`src/rtl/store_buffer_pkg.sv`:
```
// store_buffer_pkg: shared definitions for the MEM-stage store buffer.
//   store_op_e  : MIPS store opcodes recognised by the lane encoder.
//   be_width()  : byte-enable width for a given data width.
//   lane_bits() : number of address bits that select a byte lane.
package store_buffer_pkg;

  typedef enum logic [5:0] {
    OP_SB  = 6'b101000,
    OP_SH  = 6'b101001,
    OP_SWL = 6'b101010,
    OP_SW  = 6'b101011,
    OP_SWR = 6'b101110
  } store_op_e;

  function automatic int be_width(input int data_w);
    return data_w / 8;
  endfunction

  function automatic int lane_bits(input int data_w);
    return $clog2(data_w / 8);
  endfunction

endpackage

```
`src/rtl/store_buffer_if.sv`:
```
// store_buffer_if: request, exception, SRAM and status signals of the store
// buffer.
//   slave  : the store buffer side (consumes requests, produces SRAM writes).
//   master : the pipeline/SRAM side driving requests and mem_ready.
interface store_buffer_if
  import store_buffer_pkg::*;
#(
  parameter int DEPTH  = 4,
  parameter int DATA_W = 32
);
  localparam int BE_W = be_width(DATA_W);
  localparam int CW   = $clog2(DEPTH + 1);

  logic              in_valid;
  logic              in_ready;
  logic [5:0]        in_op;
  logic [31:0]       in_addr;
  logic [DATA_W-1:0] in_wdata;
  logic              exc_ades;
  logic [31:0]       exc_badvaddr;
  logic              mem_en;
  logic [BE_W-1:0]   mem_wen;
  logic [31:0]       mem_addr;
  logic [DATA_W-1:0] mem_wdata;
  logic              mem_ready;
  logic              empty;
  logic              full;
  logic [CW-1:0]     count;

  modport slave (
    input  in_valid, in_op, in_addr, in_wdata, mem_ready,
    output in_ready, exc_ades, exc_badvaddr, mem_en, mem_wen, mem_addr,
           mem_wdata, empty, full, count
  );

  modport master (
    output in_valid, in_op, in_addr, in_wdata, mem_ready,
    input  in_ready, exc_ades, exc_badvaddr, mem_en, mem_wen, mem_addr,
           mem_wdata, empty, full, count
  );
endinterface

```
`src/rtl/store_lane_enc.sv`:
```
// store_lane_enc: combinational store decode and byte-lane encoding.
//   in : op (opcode), addr (byte address), wdata (unshifted rt value)
//   out: is_store, aligned, wen (byte enables), addr_al (word-aligned
//        address), data (lane-replicated or shifted write data)
// Optional feature: define STORE_SWLR_EN to accept SWL/SWR (DATA_W=32 only);
// otherwise those opcodes decode as non-stores.
module store_lane_enc
  import store_buffer_pkg::*;
#(
  parameter int DATA_W = 32
) (
  input  logic [5:0]               op,
  input  logic [31:0]              addr,
  input  logic [DATA_W-1:0]        wdata,
  output logic                     is_store,
  output logic                     aligned,
  output logic [be_width(DATA_W)-1:0] wen,
  output logic [31:0]              addr_al,
  output logic [DATA_W-1:0]        data
);
  localparam int BE_W = be_width(DATA_W);
  localparam int LW   = lane_bits(DATA_W);

  logic [LW-1:0] lane;

  assign lane    = addr[LW-1:0];
  assign addr_al = {addr[31:LW], {LW{1'b0}}};

  always_comb begin
    is_store = 1'b0;
    aligned  = 1'b1;
    wen      = '0;
    data     = '0;
    case (op)
      OP_SB: begin
        is_store = 1'b1;
        wen      = BE_W'(1) << lane;
        data     = {BE_W{wdata[7:0]}};
      end
      OP_SH: begin
        is_store = 1'b1;
        aligned  = ~addr[0];
        wen      = BE_W'(3) << lane;
        data     = {(BE_W/2){wdata[15:0]}};
      end
      OP_SW: begin
        is_store = 1'b1;
        aligned  = (lane == '0);
        wen      = '1;
        data     = wdata;
      end
`ifdef STORE_SWLR_EN
      // Unaligned-word halves: SWL fills the low lanes up to k with the
      // high bytes of rt, SWR fills lanes k and above with the low bytes.
      OP_SWL: begin
        is_store = 1'b1;
        case (addr[1:0])
          2'd0:    begin wen = BE_W'(4'b0001); data = DATA_W'({24'b0, wdata[31:24]}); end
          2'd1:    begin wen = BE_W'(4'b0011); data = DATA_W'({16'b0, wdata[31:16]}); end
          2'd2:    begin wen = BE_W'(4'b0111); data = DATA_W'({8'b0,  wdata[31:8]});  end
          default: begin wen = BE_W'(4'b1111); data = DATA_W'(wdata[31:0]);         end
        endcase
      end
      OP_SWR: begin
        is_store = 1'b1;
        case (addr[1:0])
          2'd0:    begin wen = BE_W'(4'b1111); data = DATA_W'(wdata[31:0]);          end
          2'd1:    begin wen = BE_W'(4'b1110); data = DATA_W'({wdata[23:0], 8'b0});  end
          2'd2:    begin wen = BE_W'(4'b1100); data = DATA_W'({wdata[15:0], 16'b0}); end
          default: begin wen = BE_W'(4'b1000); data = DATA_W'({wdata[7:0],  24'b0}); end
        endcase
      end
`endif
      default: ;
    endcase
  end

endmodule

```
`src/rtl/store_buffer.sv`:
```
// store_buffer: MEM-stage store queue feeding a single-port SRAM.
//   clk, rst : clock, synchronous active-high reset
//   bus      : store_buffer_if.slave -- request handshake (in_*), address
//              error pulse (exc_*), SRAM head presentation (mem_*) and
//              queue status (empty/full/count)
// Stores are lane-encoded by store_lane_enc before entering a DEPTH-entry
// FIFO; the head is presented whenever the queue is non-empty and popped on
// mem_ready. Misaligned stores are dropped and reported one cycle later.
// Optional feature: STORE_SWLR_EN (SWL/SWR support, handled in the encoder).
module store_buffer
  import store_buffer_pkg::*;
#(
  parameter int DEPTH  = 4,
  parameter int DATA_W = 32
) (
  input  logic          clk,
  input  logic          rst,
  store_buffer_if.slave bus
);
  localparam int BE_W = be_width(DATA_W);
  localparam int PW   = $clog2(DEPTH);
  localparam int CW   = $clog2(DEPTH + 1);

  logic              enc_store;
  logic              enc_aligned;
  logic [BE_W-1:0]   enc_wen;
  logic [31:0]       enc_addr;
  logic [DATA_W-1:0] enc_data;

  store_lane_enc #(.DATA_W(DATA_W)) u_enc (
    .op       (bus.in_op),
    .addr     (bus.in_addr),
    .wdata    (bus.in_wdata),
    .is_store (enc_store),
    .aligned  (enc_aligned),
    .wen      (enc_wen),
    .addr_al  (enc_addr),
    .data     (enc_data)
  );

  logic [31:0]       q_addr [DEPTH];
  logic [BE_W-1:0]   q_wen  [DEPTH];
  logic [DATA_W-1:0] q_data [DEPTH];

  logic [PW-1:0] wptr;
  logic [PW-1:0] rptr;
  logic [CW-1:0] count_q;
  logic          exc_vld_p1;
  logic [31:0]   exc_addr_p1;

  logic full_w;
  logic empty_w;
  logic accept;
  logic push;
  logic misalign;
  logic pop;

  // in_ready depends only on occupancy, so a same-cycle pop never frees a
  // slot for the incoming request.
  assign full_w   = (count_q == CW'(DEPTH));
  assign empty_w  = (count_q == '0);
  assign accept   = bus.in_valid & ~full_w & enc_store;
  assign push     = accept & enc_aligned;
  assign misalign = accept & ~enc_aligned;
  assign pop      = ~empty_w & bus.mem_ready;

  // Stage p0 -> p1: queue control and exception register
  always_ff @(posedge clk) begin
    if (rst) begin
      wptr        <= '0;
      rptr        <= '0;
      count_q     <= '0;
      exc_vld_p1  <= 1'b0;
      exc_addr_p1 <= '0;
    end else begin
      if (push) wptr <= wptr + PW'(1);
      if (pop)  rptr <= rptr + PW'(1);
      case ({push, pop})
        2'b10:   count_q <= count_q + CW'(1);
        2'b01:   count_q <= count_q - CW'(1);
        default: ;
      endcase
      exc_vld_p1  <= misalign;
      exc_addr_p1 <= misalign ? bus.in_addr : '0;
    end
  end

  always_ff @(posedge clk) begin
    if (push) begin
      q_addr[wptr] <= enc_addr;
      q_wen[wptr]  <= enc_wen;
      q_data[wptr] <= enc_data;
    end
  end

  assign bus.in_ready     = ~full_w;
  assign bus.empty        = empty_w;
  assign bus.full         = full_w;
  assign bus.count        = count_q;
  assign bus.exc_ades     = exc_vld_p1;
  assign bus.exc_badvaddr = exc_addr_p1;
  assign bus.mem_en       = ~empty_w;
  assign bus.mem_wen      = empty_w ? '0 : q_wen[rptr];
  assign bus.mem_addr     = empty_w ? '0 : q_addr[rptr];
  assign bus.mem_wdata    = empty_w ? '0 : q_data[rptr];

endmodule

```
`src/flat_wrapper.sv`:
```
// flat-port wrapper written by rule: the top's interface ports become plain ports
module store_buffer_flat import store_buffer_pkg::*;
#(
  parameter int DEPTH  = 4,
  parameter int DATA_W = 32
)
  (clk, rst, bus_in_valid, bus_in_op, bus_in_addr, bus_in_wdata, bus_mem_ready, bus_in_ready, bus_exc_ades, bus_exc_badvaddr, bus_mem_en, bus_mem_wen, bus_mem_addr, bus_mem_wdata, bus_empty, bus_full, bus_count);
  store_buffer_if #(.DEPTH(DEPTH), .DATA_W(DATA_W)) bus_i ();
  input  logic clk;
  input  logic rst;
  input wire logic [$bits(bus_i.in_valid)-1:0] bus_in_valid;
  input wire logic [$bits(bus_i.in_op)-1:0] bus_in_op;
  input wire logic [$bits(bus_i.in_addr)-1:0] bus_in_addr;
  input wire logic [$bits(bus_i.in_wdata)-1:0] bus_in_wdata;
  input wire logic [$bits(bus_i.mem_ready)-1:0] bus_mem_ready;
  output wire logic [$bits(bus_i.in_ready)-1:0] bus_in_ready;
  output wire logic [$bits(bus_i.exc_ades)-1:0] bus_exc_ades;
  output wire logic [$bits(bus_i.exc_badvaddr)-1:0] bus_exc_badvaddr;
  output wire logic [$bits(bus_i.mem_en)-1:0] bus_mem_en;
  output wire logic [$bits(bus_i.mem_wen)-1:0] bus_mem_wen;
  output wire logic [$bits(bus_i.mem_addr)-1:0] bus_mem_addr;
  output wire logic [$bits(bus_i.mem_wdata)-1:0] bus_mem_wdata;
  output wire logic [$bits(bus_i.empty)-1:0] bus_empty;
  output wire logic [$bits(bus_i.full)-1:0] bus_full;
  output wire logic [$bits(bus_i.count)-1:0] bus_count;
  assign bus_i.in_valid = bus_in_valid;
  assign bus_i.in_op = bus_in_op;
  assign bus_i.in_addr = bus_in_addr;
  assign bus_i.in_wdata = bus_in_wdata;
  assign bus_i.mem_ready = bus_mem_ready;
  assign bus_in_ready = bus_i.in_ready;
  assign bus_exc_ades = bus_i.exc_ades;
  assign bus_exc_badvaddr = bus_i.exc_badvaddr;
  assign bus_mem_en = bus_i.mem_en;
  assign bus_mem_wen = bus_i.mem_wen;
  assign bus_mem_addr = bus_i.mem_addr;
  assign bus_mem_wdata = bus_i.mem_wdata;
  assign bus_empty = bus_i.empty;
  assign bus_full = bus_i.full;
  assign bus_count = bus_i.count;
  store_buffer #(.DEPTH(DEPTH), .DATA_W(DATA_W)) u_core (.clk(clk), .rst(rst), .bus(bus_i));
endmodule
```
`config.mk`:
```
export PLATFORM = sky130hd
export DESIGN_NAME = store_buffer_flat
export DESIGN_NICKNAME = d
export VERILOG_FILES = /design/src/rtl/store_buffer_pkg.sv /design/src/rtl/store_buffer_if.sv /design/src/rtl/store_lane_enc.sv /design/src/rtl/store_buffer.sv /design/src/flat_wrapper.sv
export SDC_FILE = /design/constraint.sdc
export NUM_CORES = 1
export LEC_CHECK = 0
export ABC_AREA = 1
export ABC_CLOCK_PERIOD_IN_PS = 4400
export BUFFER_PORTS_ARGS = -buffer_cell sky130_fd_sc_hd__buf_2
export CORE_MARGIN = 3
export CORE_UTILIZATION = 51
export DETAILED_ROUTE_END_ITERATION = 8
export PLACE_DENSITY = 0.84
export SETUP_SLACK_MARGIN = 0.2
export SYNTH_ARGS = -nofsm -noshare
export SYNTH_HDL_FRONTEND = slang
export SYNTH_SLANG_ARGS = --single-unit
```
`constraint.sdc`:
```
create_clock -name clk -period 4.4 [get_ports clk]
set_input_delay 0.22 -clock clk [delete_from_list [all_inputs] [get_ports clk]]
set_output_delay 0.22 -clock clk [all_outputs]
set_load 0.03 [all_outputs]
```
==> metrics.txt <==
run status finished clean; Post-DP HPWL 17900 µm; Routed WL approximately 31000 µm; Hold Slack 0.0301 ns; DRC viols 0; grt ovf 0; worst-margin pin slew around 1.2 ns; post-synthesis sequential area ratio between 70% and 80%; first-pass GRT wire length 48300 µm; Synth Flop Type edfxtp_1; Initial DRT Pass Iterations 7; synth cell count leaders nor2_1, edfxtp_1, o21ai_0; Final Hold Violating Endpoints 0; Ant. Diodes 0; Die Y 161 µm; post-CTS sizing 0; GR Util All Layers 23.6%; post-synthesis adder-cell area fraction 0.677%; via count around 9000; Max Fanout on Critical Path 50; clk buf depth 3; Die Area 25800 µm²; largest net degree at the start of global routing 69; RR Startpoint u_core.bus.count[0]$_SDFFE_PP0P_; Via-to-Cell Ratio roughly 5.5; synth warn 0; critical path's most frequent cell nor2_1; Setup violations, final 0; worst-path cell chain buf_4, nor2_1, nor2_1, o21ai_0, a21oi_1, buf_2; internal power 0.00482 W; Max-slew headroom 22.9%; CP Capture Type primary output; routed len/inst 19.5 µm; Initial Util 52.9%; Sink Count slightly above 300; most numerous cell in the Yosys netlist nor2_1; Post-Synthesis Cell Area 12200 µm²; H-tree depth 1; worst path required time between 4 and 5 ns; Port Buffers 179; std cell rows 55; Hold Crit Class in2reg; Switching Share 22.1%; simple-gate share of the synthesized area 13.4%; Clock Skews 0.00874 ns; number of global-route vias before repair 8798; CTS tree done; Compound-Gate Fraction of Synth Area 9.49%; CTS root buffer clkbuf_16; antenna violations before repair 0; synth unique cells 25; Synth Register Bits 306; CP arrival 2.82 ns; asr flop ratio synth 0%; power share of the sequential group 51.0%; Clk Latency, worst-skew pair 0.56 ns; DRT antenna net count 0; PwrDens 419 nW/µm²; CTS Buf Count 30; post-synthesis mux area share 0%; number of flops mapped to enable cells by yosys 264; WS Path Type reg2out; max frequency between 300 and 400 MHz; syn_area_per_cell roughly 11 µm²; Tcrit/Tclk final 69.1%; min cycle time layout 3.04 ns; CP max-delay cell dfxtp_4; Worst-path clk slew approximately 0.060 ns; NumNets Final 1353; hold path startpoint bus_in_addr[0]; setup slack after layout 1.36 ns; Combinational Power Share 5.4%; Post-Syn Instances about 1100; Placement Setup Slack 1.49 ns; CP startpoint kind flop; area share of the largest cell type after synthesis 65.0%; Leakage about 6.0 nW; initial drt markers 1005; Synth area leader edfxtp_1; Ports 182; largest family of logic cells by synthesized area simple AND/OR/NAND/NOR gates; Psw approximately 0.0014 W; clock share of power between 40% and 50%; layout cells sized above 1 22.5%; Final Wtd Congestion just under 0.9; post-synthesis xor/xnor area fraction 0%; peak supply drop 0.000271 V; Die Width 161 µm; Synth area leaders edfxtp_1, nor2_1, dfxtp_1; number of max-cap violations 0; max-slew violations 0; RSZ-0062 raised after global routing false; area delta synth->final 21.0%; Filler Cell Count 1600; CP max stage delay 0.66 ns; core footprint 23100 µm²
critical path: cells and delay by family (launching register included):
kind,cells,cell delay (ns)
buf+inv,2,0.86
flops,1,0.66
compound gates,2,0.45
simple gates,2,0.28
cell usage in the layout, fill, tap and decap left out:
cell type,count
o211ai_2,1
dlygate4sd3_1,31
nor3_4,1
nand3_1,22
nor2_1,309
conb_1,2
nor2_4,5
edfxtp_1,264
buf_2,179
ha_1,5
buf_4,12
nand2_2,1
clkinvlp_4,6
inv_2,1
dfxtp_2,1
dfxtp_4,1
nand3_4,1
nor2_2,31
nand4_1,1
clkinv_4,3
clkbuf_16,31
a21oi_1,73
bufinv_16,4
o21ai_0,156
nand3_2,1
fa_1,1
inv_6,1
inv_1,75
dfxtp_1,40
clkbuf_1,1
nand2_1,24
buf_12,2
clkinv_2,7
clkbuf_8,3
clkinv_1,1
final timing paths:
check | slack, ns | depth (start not counted) | end
max | 1.36 | 6 | bus_mem_wdata[30]
min | 0.03 | 3 | u_core.bus.exc_badvaddr[0]$_SDFF_PP0_
max reg2reg | 1.59 | 9 | u_core.q_data[1][12]$_DFFE_PP_
min reg2reg | 0.46 | 2 | flop
power groups by stage:
stage               clock [W]  sequential, W  combinational, W
floorplan                   0        0.00321          0.000180
global placement            0        0.00321          0.000296
detailed placement          0        0.00321          0.000303
CTS                   0.00270        0.00315          0.000328
global route          0.00284        0.00315          0.000356
finish                0.00270        0.00315          0.000333
logic make-up (layout without fill, tap and decap cells):
family / count (synthesis) / after routing
compound gates: 230 / 230
buf+inv: 136 / 357
flops: 306 / 306
other cells: 1 / 2
simple gates: 396 / 396
fa+ha+maj: 6 / 6
cell type report:
cell class,count,area (µm²),area share (%)
clock buffer,35,821,5.56
clock inverter,21,234,1.59
inverter,77,290,1.97
multi-input combinational,634,2920,19.7
sequential,306,8770,59.4
tap,313,392,2.65
timing repair buffer,224,1340,9.05
sequential cells by signal, indices dropped and copies added, names as in the netlist, named ones only:
signal	cells
u_core.q_data	128
u_core.bus.count	3
u_core.rptr	2
u_core.bus.exc_ades	1
u_core.wptr	2
u_core.q_wen	16
u_core.q_addr	120
u_core.bus.exc_badvaddr	32
stage by stage:
step,TNS (ns),total power (W),instance area (µm²),util [%],instances
after floorplan,-87.70,0.00339,12200,-,1076
after global placement,0,0.00351,13400,58.1,1523
after detailed placement,0,0.00351,13400,58.1,1523
after CTS,0,0.00618,14800,64.0,1610
after global routing,0,0.00634,14800,64.0,1610
final,0,0.00618,14800,64.0,1610
routing by layer:
layer	wire length (µm)	part of all wire [%]	vias up	global-route usage, %
li1	-	-	4047	-
met1	11900	38	4201	30.9
met2	15200	49	546	38.7
met3	2790	8.9	113	3.89
met4	1490	4.8	0	11.3
met5	0	0	-	0
repair_timing:
item	4_1_cts	5_1_grt
hold buffers	31	0
hold endpoints to repair	151	0
buffers inserted	0	0
(Power assumes the default switching activity.)
